File: config.mk
export PLATFORM = sky130hd
export DESIGN_NAME = gray_counter_n
export DESIGN_NICKNAME = d
export VERILOG_FILES = /design/src/rtl/gray_counter_n.sv
export SDC_FILE = /design/constraint.sdc
export NUM_CORES = 1
export LEC_CHECK = 0
export ABC_AREA = 1
export BUFFER_PORTS_ARGS = -buffer_cell sky130_fd_sc_hd__buf_2
export CAP_MARGIN = 20
export CORE_MARGIN = 4
export CORE_UTILIZATION = 49
export CTS_CLUSTER_DIAMETER = 150
export DETAILED_ROUTE_END_ITERATION = 8
export GPL_TIMING_DRIVEN = 0
export HOLD_SLACK_MARGIN = 0.1
export PLACE_DENSITY_LB_ADDON = 0.2
export SYNTH_ARGS = -nofsm -noshare
export SYNTH_HDL_FRONTEND = slang
export SYNTH_SLANG_ARGS = --single-unit
File: constraint.sdc
create_clock -name Clk -period 2.3 [get_ports Clk]
set_clock_uncertainty 0.15 [all_clocks]
set_input_delay 0.345 -clock Clk [delete_from_list [all_inputs] [get_ports Clk]]
set_output_delay 0.345 -clock Clk [all_outputs]
set_load 0.01 [all_outputs]
File: src/rtl/gray_counter_n.sv
// Parametrised up/down Gray-code counter with wrap or saturate
// boundary mode, synchronous Gray load and sticky overflow.
module gray_counter_n #(
   parameter int WIDTH    = 4,
   parameter bit SATURATE = 1'b0
) (
   input  logic             Clk,
   input  logic             Reset,
   input  logic             En,
   input  logic             Up,
   input  logic             Load,
   input  logic [WIDTH-1:0] Load_gray,
   input  logic             Clr_ovf,
   output logic [WIDTH-1:0] Output,
   output logic [WIDTH-1:0] Count_bin,
   output logic             Overflow,
   output logic             Wrap
);

   localparam logic [WIDTH-1:0] ONE  = WIDTH'(1);
   localparam logic [WIDTH-1:0] ZERO = '0;
   localparam logic [WIDTH-1:0] ONES = '1;

   logic [WIDTH-1:0] bin_q, bin_d;
   logic [WIDTH-1:0] gry_q, gry_d;
   logic             ovf_q, ovf_d;
   logic             wrap_q, wrap_d;
   logic             at_top, at_bot, bnd;

   function automatic logic [WIDTH-1:0] g2b(
      input logic [WIDTH-1:0] g
   );
      logic [WIDTH-1:0] b;
      b[WIDTH-1] = g[WIDTH-1];
      for (int i = WIDTH-2; i >= 0; i--)
         b[i] = b[i+1] ^ g[i];
      return b;
   endfunction

   function automatic logic [WIDTH-1:0] b2g(
      input logic [WIDTH-1:0] b
   );
      return b ^ (b >> 1);
   endfunction

   assign at_top = (bin_q == ONES);
   assign at_bot = (bin_q == ZERO);
   assign bnd    = Up ? at_top : at_bot;

   always_comb begin
      bin_d  = bin_q;
      gry_d  = gry_q;
      wrap_d = 1'b0;
      ovf_d  = ovf_q & ~Clr_ovf;
      if (Load) begin
         bin_d = g2b(Load_gray);
         gry_d = Load_gray;
      end else if (En) begin
         if (bnd) begin
            // set beats a same-edge clear
            ovf_d = 1'b1;
            if (!SATURATE) begin
               bin_d  = Up ? ZERO : ONES;
               wrap_d = 1'b1;
            end
         end else begin
            bin_d = Up ? bin_q + ONE
                       : bin_q - ONE;
         end
         gry_d = b2g(bin_d);
      end
   end

   always_ff @(posedge Clk or negedge Reset) begin
      if (!Reset) begin
         bin_q  <= '0;
         gry_q  <= '0;
         ovf_q  <= 1'b0;
         wrap_q <= 1'b0;
      end else begin
         bin_q  <= bin_d;
         gry_q  <= gry_d;
         ovf_q  <= ovf_d;
         wrap_q <= wrap_d;
      end
   end

   assign Output    = gry_q;
   assign Count_bin = bin_q;
   assign Overflow  = ovf_q;
   assign Wrap      = wrap_q;

endmodule

# [Yosys cells after proc, flatten, opt, wreduce, memory -nomap -nowiden]
# Cells that the tools add are included.
[totals] regBits=10 input_bits=10 out_inout_bits=10 wordCells=31
[classes] add_sub_neg=2 n_eq_ne=1 muxes=16 bitwise_logic=6 n_reduce_logical=2
[op_table] operator="$mux 4" count=9
[op_table] operator="$mux 1" count=7
[op_table] operator="$add 4x1->4 const B" count=1
[op_table] operator="$eq 4x4->1 const B" count=1
[op_table] operator="$logic_not 4->1" count=1
[op_table] operator="$sub 4x1->4 const B" count=1
[op_table] operator="$xor 4x3->4" count=1
[op_table] operator="$xor 1x1->1" count=3
[op_table] operator="$reduce_bool 2->1" count=1
[op_table] operator="$and 1x1->1" count=1
[op_table] operator="$not 1->1" count=1

# [Logic depth before layout (Yosys ltp)]
[logic_depth] word_depth=8 ltp_mapped=11 depth_no_buf=11

# [Worst setup path after synthesis]
# Ideal clock, no wire load.
[synth_path] path_type="reg-to-reg" startpoint="register bin_q[0], in the netlist Count_bin[0]" endpoint="register gry_q[2], in the netlist Output[2]" setup_time_ps=117 arrival_ps=1452 required_ps=2033 path_slack_ps=581 stages_incl_launch_ff=8 n_path_buf=0 synth_period_minus_slack_ps=1719 cell_sequence="dfrtp_1 > fa_1 > xnor2_1 > nor2_2 > nand2_1 > nand3_1 > nand2_1 > nand2_1"
[synth_via] elab_chain_len=8 elab_cells_between_ends=12 cone_classes="add/sub (2); eq/ne (1); mux (7); bitwise (1); reduce/logical (1)"
[synth_lines] item="start: declaration" line_no="24" text="logic [WIDTH-1:0] bin_q, bin_d;"
[synth_lines] item="start signal: assignment" line_no="81" text="bin_q <= bin_d;"
[synth_lines] item="$sub 4x1->4, or another cell as far along" line_no="68" text=": bin_q - ONE;"
[synth_lines] item="$mux 4 / $mux 1 (equally long branches)" line_no="67, 48"
[synth_lines] item="$mux 4 *" line_no="59" text="if (bnd) begin"
[synth_lines] item="$mux 4 *" line_no="58" text="end else if (En) begin"
[synth_lines] item="$mux 4 *" line_no="55" text="if (Load) begin"
[synth_lines] item="$xor 4x3->4 *" line_no="43" text="return b ^ (b >> 1);"
[synth_lines] item="$mux 4 *" line_no="58"
[synth_lines] item="$mux 4 *" line_no="55"
[synth_lines] item="end signal: assignment" line_no="82" text="gry_q <= gry_d;"
[synth_lines] item="end: declaration" line_no="25" text="logic [WIDTH-1:0] gry_q, gry_d;"
# Mark *: on every way between the ends. The rest lies on a longest branch, timed or not. The select of a mux whose other input is x is not followed.
# A chain may end at the register's enable or synchronous reset.

# [Worst setup path in the final report]
# Same ends and word-level chain as after synthesis.

==> out/metrics.csv <==
stage,metric,value,unit
status,run_status,completed,
cts,clk_pin_slew,0.06,ns
floorplan,die_h,45.1,um
sta,tightest_slew,0.495,ns
pwr,p_int,0.369,mW
placement,pre_cts_ws,0.410,ns
logic_synthesis,netlist.area_leader.share,33.5,%
sta,post-route-period-util,80.2,%
pwr,clkPwrFrac,20.1,%
pwr,p_switching,0.252,mW
worst_hold_path,hold_path_class,in2reg,
finish,fin_util,63.3,%
pwr,seqPwrFrac,34.7,%
cts,clockBufferDepth,2,
worst_setup_path,worstSetupStartpointType,register,
drt,drt-total-wl,1450,um
floorplan,ioPinCount,20,
logic_synthesis,async_reset_ff_share,100,%
placement,place_congestion,0.790,
logic_synthesis,syn_area,673,um^2
worst_hold_path,min_to,Overflow,
cts,clockRootBuffer,clkbuf_4,
floorplan,fp.dieW,45.1,um
sta,setup_slack,0.454,ns
sta,slew_violations,0,
pwr,p_leak,0.457,nW
logic_synthesis,synth_cell_type_count,24,
drt,viasPerCell,5.01,
sta,final.min_clock_period,1.85,ns
worst_setup_path,cp_data_required_time,2.31,ns
worst_setup_path,arrival,1.85,ns
placement,port-buffer-count,19,
drt,dr.pass1.iters,4,
drt,drc,0,
finish,layout-drive-gt1-share,26.3,%
worst_hold_path,min_delay_path_depth,2,
drt,ant_nets,0,
floorplan,start_util,51.7,%
sta,slew_headroom,66.9,%
finish,nNetsFinal,132,
placement,hpwl,1170,um
grt,overflow,0,
logic_synthesis,netlist_instances,94,
sta,rsz0062_at_grt,no,
sta,setup_tns,0,ns
grt,grt_pass1_vias,589,
cts,worstSkewPairLatency,0.27,ns
logic_synthesis,seq_area_frac_synth,33.5,%
sta,finalSetupViolCount,0,
cts,h-tree-depth,1,
grt,grtUsageTotal,18.4,%
pwr,max-vdd-ir-drop,0.000445,V
floorplan,dieArea,2030,um^2
grt,antenna_found_initial,0,
logic_synthesis,yosysMostFrequentCell,nand2_1,
drt,num_vias,666,
sta,fmax,542,MHz
cts,cts.sinks,9,
sta,hold_viol_final,0,
logic_synthesis,synth_area_leaders,"dfrtp_1 (33%), nand2_1 (14%), inv_1 (6.7%), nor2_1 (6.7%), nand3_1 (4.5%)",
grt,grt_pass1_wl,2620,um
worst_setup_path,worstPathMaxFanout,9,
run,maxCapViolations,0,
logic_synthesis,synth_top_cell_by_area,dfrtp_1,
pwr,p_comb_share,45.2,%
drt,drtIter0Drc,21,
worst_setup_path,r2r_slack,0.45,ns
worst_setup_path,rr_endpoint,Output[2],
pwr,power.density,754,nW/um^2
cts,post_cts_buffers,0,
logic_synthesis,syn_nets,107,
worst_setup_path,critPathKind,reg2reg,
worst_setup_path,cp-end-kind,register,
floorplan,core-area,1300,um^2
sta,whs,0.117,ns
logic_synthesis,synth.avg_cell_area,7.16,um^2
worst_setup_path,r2r-start,Count_bin[0],
grt,grt_max_degree,10,
drt,wl_per_cell,10.9,um
logic_synthesis,synth-seq-cells,9,
floorplan,rows,13,
placement,dp_cells,128,
logic_synthesis,synthTopCellsByCount,"nand2_1 (26), inv_1 (12), nor2_1 (12)",
cts,cts_buffers,3,
finish,n_antenna_cell,0,
worst_hold_path,min_from,Clr_ovf,
finish,syn_to_final_growth,22.3,%
worst_setup_path,reg2reg_depth,7,
pwr,swShare,40.6,%
finish,stdcell_count,133,
cts,tritoncts,yes,
cts,cts_resized,0,
logic_synthesis,synthFlopType,dfrtp_1,
logic_synthesis,synth-edff-count,0,
logic_synthesis,ys_warn_count,0,
-- metal layers --
layer  up-vias  share of wire (%)  global-route usage, %
li1        351                  -                      -
met1       291                 45                   25.4
met2        20                 47                   25.7
met3         4                6.0                   3.59
met4         0                2.7                   12.3
met5         -                  0                      0
-- sequential cells by signal (all words and copies together), names as in the netlist --
name       flops
Overflow       1
Wrap           1
Output         3
Count_bin      4
-- final cells by class --
| class | count | area, um^2 |
|---|---|---|
| Fill cell | 126 | 478 |
| Multi-Input combinational cell | 71 | 392 |
| Sequential cell | 9 | 225 |
| Timing Repair Buffer | 20 | 105 |
| Inverter | 13 | 48.8 |
| Clock buffer | 4 | 26.3 |
| Tap cell | 15 | 18.8 |
| Buffer | 1 | 7.51 |
-- what timing repair did --
action | in CTS | in global routing
endpoints found under the setup margin | 0 | 0
endpoints found under the hold margin | 9 | 0
hold buffers | 1 | 0
-- cells by family (layout without fill, tap and decap cells) --
| logic type | Yosys count | count (layout) | synth area share (%) |
|---|---|---|---|
| simple gates | 53 | 53 | 34.9 |
| buf+inv | 14 | 38 | 8.36 |
| compound gates | 11 | 11 | 10.2 |
| flops | 9 | 9 | 33.5 |
| xor+xnor | 4 | 4 | 6.32 |
| fa+ha+maj | 3 | 3 | 6.69 |
-- worst max path at each step --
stage	start	to	slack, ns
3_5_place_dp	Up	Output[2]	0.41
4_1_cts	Count_bin[0]	Output[2]	0.46
6_report	Count_bin[0]	Output[2]	0.45
2_1_floorplan	Count_bin[0]	Output[2]	0.58
3_3_place_gp	Up	Output[2]	0.42
5_1_grt	Count_bin[0]	Output[2]	0.35
-- power groups by stage --
stage / clock (mW) / sequential [mW] / combinational, mW
floorplan: 0 / 0.228 / 0.188
detailed placement: 0 / 0.218 / 0.278
CTS: 0.130 / 0.216 / 0.281
global route: 0.143 / 0.221 / 0.324
global placement: 0 / 0.217 / 0.272
finish: 0.125 / 0.215 / 0.281
-- layout by cell type, fill, tap and decap left out --
cell and count:
a21oi_1 1, a22oi_1 3, buf_2 19, buf_4 1
clkbuf_1 1, clkbuf_4 3, dfrtp_1 9, dlygate4sd3_1 1
fa_1 1, ha_1 2, inv_1 12, inv_2 1
nand2_1 26, nand2_2 2, nand2_4 1, nand3_1 6
nand3_2 1, nor2_1 12, nor2_2 2, nor3_1 2
o211ai_1 2, o21ai_0 1, o21ai_1 3, o22ai_1 1
or2_0 1, xnor2_1 2, xnor2_2 1, xor2_1 1
-- through the flow --
step	total power [mW]	area (um^2)
finish	0.621	823
global route	0.688	823
CTS	0.627	823
detailed placement	0.496	787
global placement	0.490	787
floorplan	0.415	673
-- worst max-delay path, cell delays in order (launching register included) --
cell and delay (ns):
dfrtp_1 0.49, fa_1 0.44, xnor2_1 0.29, nor2_2 0.10, nand2_1 0.08, nand3_1 0.08
nand2_1 0.06, nand2_1 0.05
Power figures use the tool's default switching activity.
